**config.mk**
```make
export PLATFORM = sky130hd
export DESIGN_NAME = router_reg
export DESIGN_NICKNAME = d
export VERILOG_FILES = /design/src/rtl/router_pkg.sv /design/src/rtl/router_parity.sv /design/src/rtl/router_reg.sv
export SDC_FILE = /design/constraint.sdc
export NUM_CORES = 1
export LEC_CHECK = 0
export CORE_MARGIN = 8
export CORE_UTILIZATION = 25
export CTS_CLUSTER_DIAMETER = 50
export CTS_CLUSTER_SIZE = 10
export DETAILED_ROUTE_END_ITERATION = 10
export GPL_TIMING_DRIVEN = 0
export MAX_ROUTING_LAYER = met4
export SYNTH_ARGS = -nofsm -noshare
export SYNTH_HDL_FRONTEND = slang
export SYNTH_SLANG_ARGS = --single-unit
```
**constraint.sdc**
```tcl
create_clock -name clock -period 1.46 [get_ports clock]
set_input_delay 0.292 -clock clock [delete_from_list [all_inputs] [get_ports clock]]
set_output_delay 0.292 -clock clock [all_outputs]
set_load 0.005 [all_outputs]
```
**src/rtl/router_pkg.sv**
```systemverilog
// Shared widths and address constants for the router datapath.
// Also provides the header address check used by the register block.
package router_pkg;

  localparam int DATA_W = 8;
  localparam int ADDR_W = 2;
  localparam logic [ADDR_W-1:0] ADDR_INVALID = 2'b11;

  // True when the header's low bits name a real destination.
  function automatic logic addr_ok(input logic [DATA_W-1:0] hdr);
    return hdr[ADDR_W-1:0] != ADDR_INVALID;
  endfunction

endpackage

```
**src/rtl/router_parity.sv**
```systemverilog
// Running parity over header and payload, compared against the trailing parity byte.
// The error flag is registered when the controller strobes rst_int_reg.
module router_parity
  import router_pkg::*;
(
  input  logic              clock,
  input  logic              reset,
  input  logic              detect_add,
  input  logic              lfd_state,
  input  logic              ld_state,
  input  logic              rst_int_reg,
  input  logic              pkt_valid,
  input  logic [DATA_W-1:0] data_in,
  input  logic [DATA_W-1:0] header_byte,
  output logic              err
);

  logic [DATA_W-1:0] internal_parity;
  logic [DATA_W-1:0] packet_parity;

  always_ff @(posedge clock) begin
    if (reset) begin
      internal_parity <= '0;
      packet_parity   <= '0;
      err             <= 1'b0;
    end else begin
      // Payload bytes count even when stalled; the replay in laf_state is not re-accumulated.
      if (detect_add)
        internal_parity <= '0;
      else if (lfd_state)
        internal_parity <= internal_parity ^ header_byte;
      else if (ld_state && pkt_valid)
        internal_parity <= internal_parity ^ data_in;

      if (ld_state && !pkt_valid)
        packet_parity <= data_in;

      if (detect_add)
        err <= 1'b0;
      else if (rst_int_reg)
        err <= (internal_parity != packet_parity);
    end
  end

endmodule

```
**src/rtl/router_reg.sv**
```systemverilog
// Router register block: header latch, FIFO-facing data mux with stall buffer,
// and packet status flags. Parity checking is in router_parity.
module router_reg
  import router_pkg::*;
(
  input  logic              clock,
  input  logic              reset,
  input  logic              pkt_valid,
  input  logic [DATA_W-1:0] data_in,
  input  logic              fifo_full,
  input  logic              detect_add,
  input  logic              lfd_state,
  input  logic              ld_state,
  input  logic              laf_state,
  input  logic              full_state,
  input  logic              rst_int_reg,
  output logic [DATA_W-1:0] dout,
  output logic              parity_done,
  output logic              low_packet_valid,
  output logic              err
);

  logic [DATA_W-1:0] header_byte;
  logic [DATA_W-1:0] hold_byte;

  always_ff @(posedge clock) begin
    if (reset) begin
      header_byte      <= '0;
      hold_byte        <= '0;
      dout             <= '0;
      parity_done      <= 1'b0;
      low_packet_valid <= 1'b0;
    end else begin
      if (detect_add && pkt_valid && addr_ok(data_in))
        header_byte <= data_in;

      // A byte that meets a full FIFO is parked in hold_byte and replayed in laf_state.
      if (lfd_state)
        dout <= header_byte;
      else if (ld_state) begin
        if (!fifo_full)
          dout <= data_in;
        else
          hold_byte <= data_in;
      end else if (laf_state)
        dout <= hold_byte;
      else if (full_state)
        dout <= dout;

      if (ld_state && !pkt_valid)
        low_packet_valid <= 1'b1;
      else if (rst_int_reg)
        low_packet_valid <= 1'b0;

      if (detect_add)
        parity_done <= 1'b0;
      else if (ld_state && !fifo_full && !pkt_valid)
        parity_done <= 1'b1;
      else if (laf_state && low_packet_valid && !parity_done)
        parity_done <= 1'b1;
    end
  end

  router_parity u_parity (
    .clock       (clock),
    .reset       (reset),
    .detect_add  (detect_add),
    .lfd_state   (lfd_state),
    .ld_state    (ld_state),
    .rst_int_reg (rst_int_reg),
    .pkt_valid   (pkt_valid),
    .data_in     (data_in),
    .header_byte (header_byte),
    .err         (err)
  );

endmodule

```
==> results of run 1 <==
[cell type report]
class	instances	area (µm²)
Fill cell	789	5120
Clock buffer	6	82.6
Tap cell	102	128
Sequential cell	43	867
Inverter	2	7.51
Clock inverter	1	5.00
Multi-Input combinational cell	153	972
Timing Repair Buffer	27	294
Buffer	13	93.8
[worst paths after layout]
| check | to | slack (ns) | cells past startpoint | startpoint |
|---|---|---|---|---|
| setup / recovery | dout[1] | 0.04 | 1 | dout[1] |
| hold / removal | dout[1] | 0.29 | 3 | lfd_state |
| setup reg to reg | u_parity.err | 0.37 | 4 | u_parity.internal_parity[7] |
| hold reg to reg | u_parity.packet_parity[7] | 0.47 | 2 | u_parity.packet_parity[7] |
[cell families after synthesis]
family          count (synthesis)
buf+inv                        15
simple gates                   76
xor+xnor                       16
mux                            17
compound gates                 44
flops                          43
[state kept, by name, indices dropped and copies added, names as in the netlist]
signal                    flops
dout                          8
header_byte                   8
hold_byte                     8
low_packet_valid              1
parity_done                   1
u_parity.err                  1
u_parity.internal_parity      8
u_parity.packet_parity        8
[per-layer routing]
layer	global-route usage, %	routed length, µm
met2	15.8	2480
met3	1.86	161
met4	4.30	80
met1	10.3	2190
met5	-	0
[synth_stat cells]
cell / count / area, µm²
nand2_1: 25 / 93.8
xnor2_1: 5 / 43.8
xor2_1: 11 / 96.3
mux2i_4: 1 / 22.5
a21boi_2: 8 / 90.1
buf_4: 2 / 15.0
nor2_1: 42 / 158
a31oi_1: 1 / 6.26
nand3_2: 2 / 20.0
or2_1: 1 / 6.26
nor2b_1: 1 / 6.26
a211oi_1: 1 / 7.51
buf_2: 3 / 15.0
buf_6: 4 / 45.0
nor4_1: 1 / 6.26
mux2i_1: 16 / 160
nand2b_1: 2 / 12.5
nand4_1: 1 / 6.26
o21bai_1: 1 / 7.51
dfxtp_1: 43 / 861
and3b_1: 1 / 8.76
o211ai_1: 8 / 60.1
a21oi_1: 17 / 85.1
clkbuf_1: 4 / 15.0
inv_2: 1 / 3.75
inv_1: 1 / 3.75
a22oi_1: 8 / 60.1
[repair_timing]
item / CTS / global route
setup buffers: 1 / 1
resized for setup: 4 / 14
gates cloned: 0 / 1
endpoints found under the setup margin: 12 / 27
pin swaps: 0 / 0
[metrics by stage]
stage                     power [mW]  cell area, µm²  cells  util [%]  setup TNS [ns]
after floorplan                 1.48            1920    211         -               0
after global placement          1.62            2280    337      30.2           -8.95
after detailed placement        1.63            2280    337      30.2           -9.42
after CTS                       2.40            2390    345      31.6               0
after global routing            2.49            2450    347      32.4               0
final                           2.38            2450    347      32.4               0
[power by group through the flow]
stage               Sequential, mW  Clock (mW)  Combinational, mW
floorplan                     1.28           0              0.205
global placement              1.28           0              0.345
detailed placement            1.28           0              0.348
CTS                           1.25       0.786              0.359
global route                  1.26       0.831              0.396
finish                        1.25       0.769              0.363
==> out/results.ini, run 1 <==
[run_status]
status = completed

[route]
vias = 1552
antenna_left = 0
viasPerCell = 4.47
drc_errors = 0
drt_iter0_drc = 50
wl_per_cell_um = 14.2
routed_wl_um = 4910
dr.pass1.iters = 4

[pwr]
combPwrFrac_pct = 15.2
ir_drop_uv = 411
power.internal_mw = 1.77
leakagePower_nw = 1.13
netSwitchingPower_uw = 613
switching_share_pct = 25.7
power.density_nw_per_um2 = 973
sequentialPowerShare_pct = 52.5
power_frac_clock_pct = 32.2

[synthesis]
muxShareOfSynthArea_pct = 9.54
yosys_register_bits = 43
netlist_area_um2 = 1920
yosysUniqueCellTypes = 27
syn_area_per_cell_um2 = 9.08
synth_fp_nets = 229
synth-xor-area-share_pct = 7.32
yosys.area_share.simple_pct = 16.6
yosysWarnings = 0
synth_seq_area_share_pct = 44.9
syn_inst = 211
synth_top_family_by_area = simple AND/OR/NAND/NOR gates
synthAdderAreaFrac_pct = 0
synth_compound_area_share_pct = 16.5

[critical_path]
slowest_delay_ns = 0.50
path_cells = clkdlybuf4s50_1
arrival_ns = 1.13
critPathCaptureType = output port
crit_required_ns = 1.17
criticalPathCategory = reg -> out
cpLargestDelayFamily = buffers and inverters
cp_max_fo = 2
worstSetupStartpointType = register
cp_slowest_cell = clkdlybuf4s50_1
crit_buf_inv = 1

[grt]
grt_max_degree = 13
grt_pass1_wl_um = 7890
grt_antenna_before_repair = 0
track_usage_pct = 9.31
grt_pass1_vias = 1576
overflow = 0

[sta]
worst_slew_pin_slew_ns = 0.544
maxSlewViolCount = 0
fmax_ghz = 0.702
post-route-min-period_ns = 1.42
grt_setup_unrepaired = false
finalCritPeriodShare_pct = 97.5
hold_viol_final = 0
fin_skew_ns = 0.00820
setup_ws_ns = 0.0360
holdWs_ns = 0.290
setup_viol = 0
max_slew_margin_pct = 63.7

[final_layout]
fin_nets = 263
layout_common_cells = 42 x nor2_1, 38 x dfxtp_1, 25 x nand2_1, 17 x a21oi_1, 16 x mux2i_1
final_common_cell = nor2_1
drive_gt1_share_pct = 14.7
area_growth_pct = 27.9
num_antenna_cells = 0

[floorplan]
coreArea_um2 = 7570
die-area_um2 = 10700
die_w_um = 104
start_util_pct = 25.3
dieHeight_um = 104
io_pins = 29
row_count = 32

[clock_tree]
hold_buffers = 0
max-clock-path-buffers = 2
path_clk_slew_ns = 0.08
tritoncts = yes
clock_latency_ns = 0.30
cts.sinks = 43
numCtsBuffers = 5
htree_levels = 2
cts_root_buf = clkbuf_8

[worst_hold_path]
hold_path.class = in -> reg

[placement]
place_worst_setup_slack_ns = -0.342
gp_congestion = 0.765
portBuffers = 24
dp_hpwl_um = 3510

[flow_run]
max_cap_viol_count = 0

(Power assumes the default switching activity.)
==> inputs of run 2 (changes only) <==
==> constraint.sdc (replaced) <==
create_clock -name clock -period 1.1 [get_ports clock]
set_input_delay 0.22 -clock clock [delete_from_list [all_inputs] [get_ports clock]]
set_output_delay 0.22 -clock clock [all_outputs]
set_load 0.005 [all_outputs]
==> out/results.ini, run 2 (synthesis gave the netlist of run 1 again) <==
[sta]
worst_slew_pin_slew_ns = 0.532  ; -0.0118 ns
grt_setup_unrepaired = true
finalCritPeriodShare_pct = 97.7
fmax_ghz = 0.930
maxSlewViolCount = 0  ; unchanged
timing.setup.tns_ns = 0  ; unchanged
max_slew_margin_pct = 64.5  ; +0.78 points
post-route-min-period_ns = 1.07
setup_viol = 0  ; unchanged
holdWs_ns = 0.212  ; -0.0781 ns
hold_viol_final = 0  ; unchanged
fin_skew_ns = 0.0105  ; +0.00232 ns

[route]
viasPerCell = 4.47  ; about the same
antenna_left = 0  ; unchanged
drc_errors = 0  ; unchanged
routed_wl_um = 4930  ; +0.24%
drt_iter0_drc = 48  ; -4.0%
wl_per_cell_um = 14.0  ; -1.2%
vias = 1573  ; +1.4%
dr.pass1.iters = 4  ; unchanged

[clock_tree]
clock_latency_ns = 0.30  ; about the same
cts.sinks = 43  ; unchanged
max-clock-path-buffers = 2  ; unchanged
htree_levels = 2  ; unchanged
tritoncts = yes
cts_root_buf = clkbuf_8
numCtsBuffers = 5  ; unchanged
hold_buffers = 0  ; unchanged
path_clk_slew_ns = 0.09  ; about the same

[worst_hold_path]
worstHoldPathCells = 3  ; unchanged
worstHoldEndpoint = dout[1]
hp-start = lfd_state
hold_path.class = in -> reg

[final_layout]
num_antenna_cells = 0  ; unchanged
fin_nets = 268  ; +1.9%
fillers = 786  ; -0.38%
fin_area_um2 = 2510  ; +2.3%
layout_common_cells = 42 x nor2_1, 25 x nand2_1, 25 x dfxtp_1, 18 x dfxtp_2, 17 x a21oi_1
final_common_cell = nor2_1
finalNonFillerCells = 352  ; +1.4%
drive_gt1_share_pct = 24.8  ; +10 points
area_growth_pct = 30.8

[floorplan]
row_count = 32  ; unchanged
die_w_um = 104  ; unchanged
start_util_pct = 25.3  ; unchanged
io_pins = 29  ; unchanged
coreArea_um2 = 7570  ; unchanged
dieHeight_um = 104  ; unchanged
die-area_um2 = 10700  ; unchanged

[placement]
post-place-cells = 337  ; unchanged
portBuffers = 24  ; unchanged
placed_area_um2 = 2280  ; unchanged
gp_congestion = 0.765  ; unchanged
dp_hpwl_um = 3510  ; unchanged

[grt]
gr-usage-met1_pct = 10.5  ; +0.22 points
use_met3_pct = 1.86  ; unchanged
track_usage_pct = 9.66  ; +0.35 points
grt_max_degree = 13  ; unchanged
grt_pass1_wl_um = 8160  ; +3.5%
grt_pass1_vias = 1625  ; +3.1%
met2_usage_pct = 16.7  ; +0.92 points
grt.busiest_layer = met2
grt_antenna_before_repair = 0  ; unchanged
overflow = 0  ; unchanged

[critical_path]
critPathCaptureType = output port
ff2ff_setup_slack_ns = 0.09  ; -0.28 ns
cp_slowest_cell = dfxtp_2
crit_required_ns = 0.88  ; -0.29 ns
r2r_cells = 4  ; unchanged
worstSetupStartpointType = register
arrival_ns = 0.85  ; -0.28 ns
crit_buf_inv = 1  ; unchanged
slowest_delay_ns = 0.35  ; -0.15 ns
path_cells = clkdlybuf4s15_1
criticalPathCategory = reg -> out
r2r_end = u_parity.err
cp_max_fo = 2  ; unchanged
critPathLaunch = dout[3]
r2r_start = u_parity.packet_parity[7]
cpLargestDelayFamily = flip-flops

[run_status]
status = completed

[pwr]
ir_drop_uv = 536  ; +31%
leakagePower_nw = 1.07  ; -4.9%
power.density_nw_per_um2 = 1270  ; +31%
total_power_mw = 3.19  ; +34%

[flow_run]
max_cap_viol_count = 0  ; unchanged

-- run 2: changes by cell type in the layout (fill, tap and decap cells not counted), moves of 4 or more --
| cell | previous run | this run |
|---|---|---|
| clkbuf_2 | 0 | 4 |
| clkdlybuf4s15_1 | 0 | 10 |
| clkdlybuf4s50_1 | 14 | 1 |
| dfxtp_1 | 38 | 25 |
| dfxtp_2 | 5 | 18 |
| dlygate4sd2_1 | 1 | 7 |
| dlymetal6s2s_1 | 9 | 2 |
-- run 2: worst max path at each step --
stage                                       end  slack [ns]  depth (start not counted)
floorplan           u_parity.internal_parity[0]        0.03                          6
global placement                        dout[5]       -0.60                          5
detailed placement                      dout[5]       -0.63                          5
CTS                            low_packet_valid       0.003                          1
global route                       u_parity.err       -0.03                          4
finish                                  dout[3]        0.03                          1
-- run 2: what timing repair did --
| action | in CTS | in global routing |
|---|---|---|
| gates resized for setup | 44 | 24 |
| cloned | 1 | 0 |
| setup endpoints to repair | 53 | 12 |
| pin swaps | 0 | 6 |
| buffers inserted | 5 | 2 |
-- run 2: metrics by stage --
step | setup WS [ns] | util [%]
2_1_floorplan | 0.0274 | -
3_3_place_gp | -0.605 | 30.2
3_5_place_dp | -0.630 | 30.2
4_1_cts | 0.00273 | 32.6
5_1_grt | -0.0310 | 33.1
6_report | 0.0250 | 33.1
-- run 2: cell type report --
cell class / count / area, µm² / share of cell area, %
Buffer: 13 / 97.6 / 3.89
Timing Repair Buffer: 32 / 302 / 12.0
Clock inverter: 1 / 5.00 / 0.200
Sequential cell: 43 / 883 / 35.2
Tap cell: 102 / 128 / 5.09
Clock buffer: 6 / 82.6 / 3.30
Inverter: 2 / 7.51 / 0.300
Multi-Input combinational cell: 153 / 1000 / 39.9
-- run 2: metal layers --
layer / share of wire, % / routed length [µm]
met1: 44 / 2150
met2: 53 / 2600
met3: 2.8 / 138
met4: 0.81 / 40
met5: 0 / 0
-- run 2: where the power goes --
part	switching [mW]	total (mW)	internal, mW
Sequential	0.0400	1.67	1.63
Combinational	0.254	0.489	0.235
Clock	0.535	1.03	0.493
Total	0.829	3.19	2.36
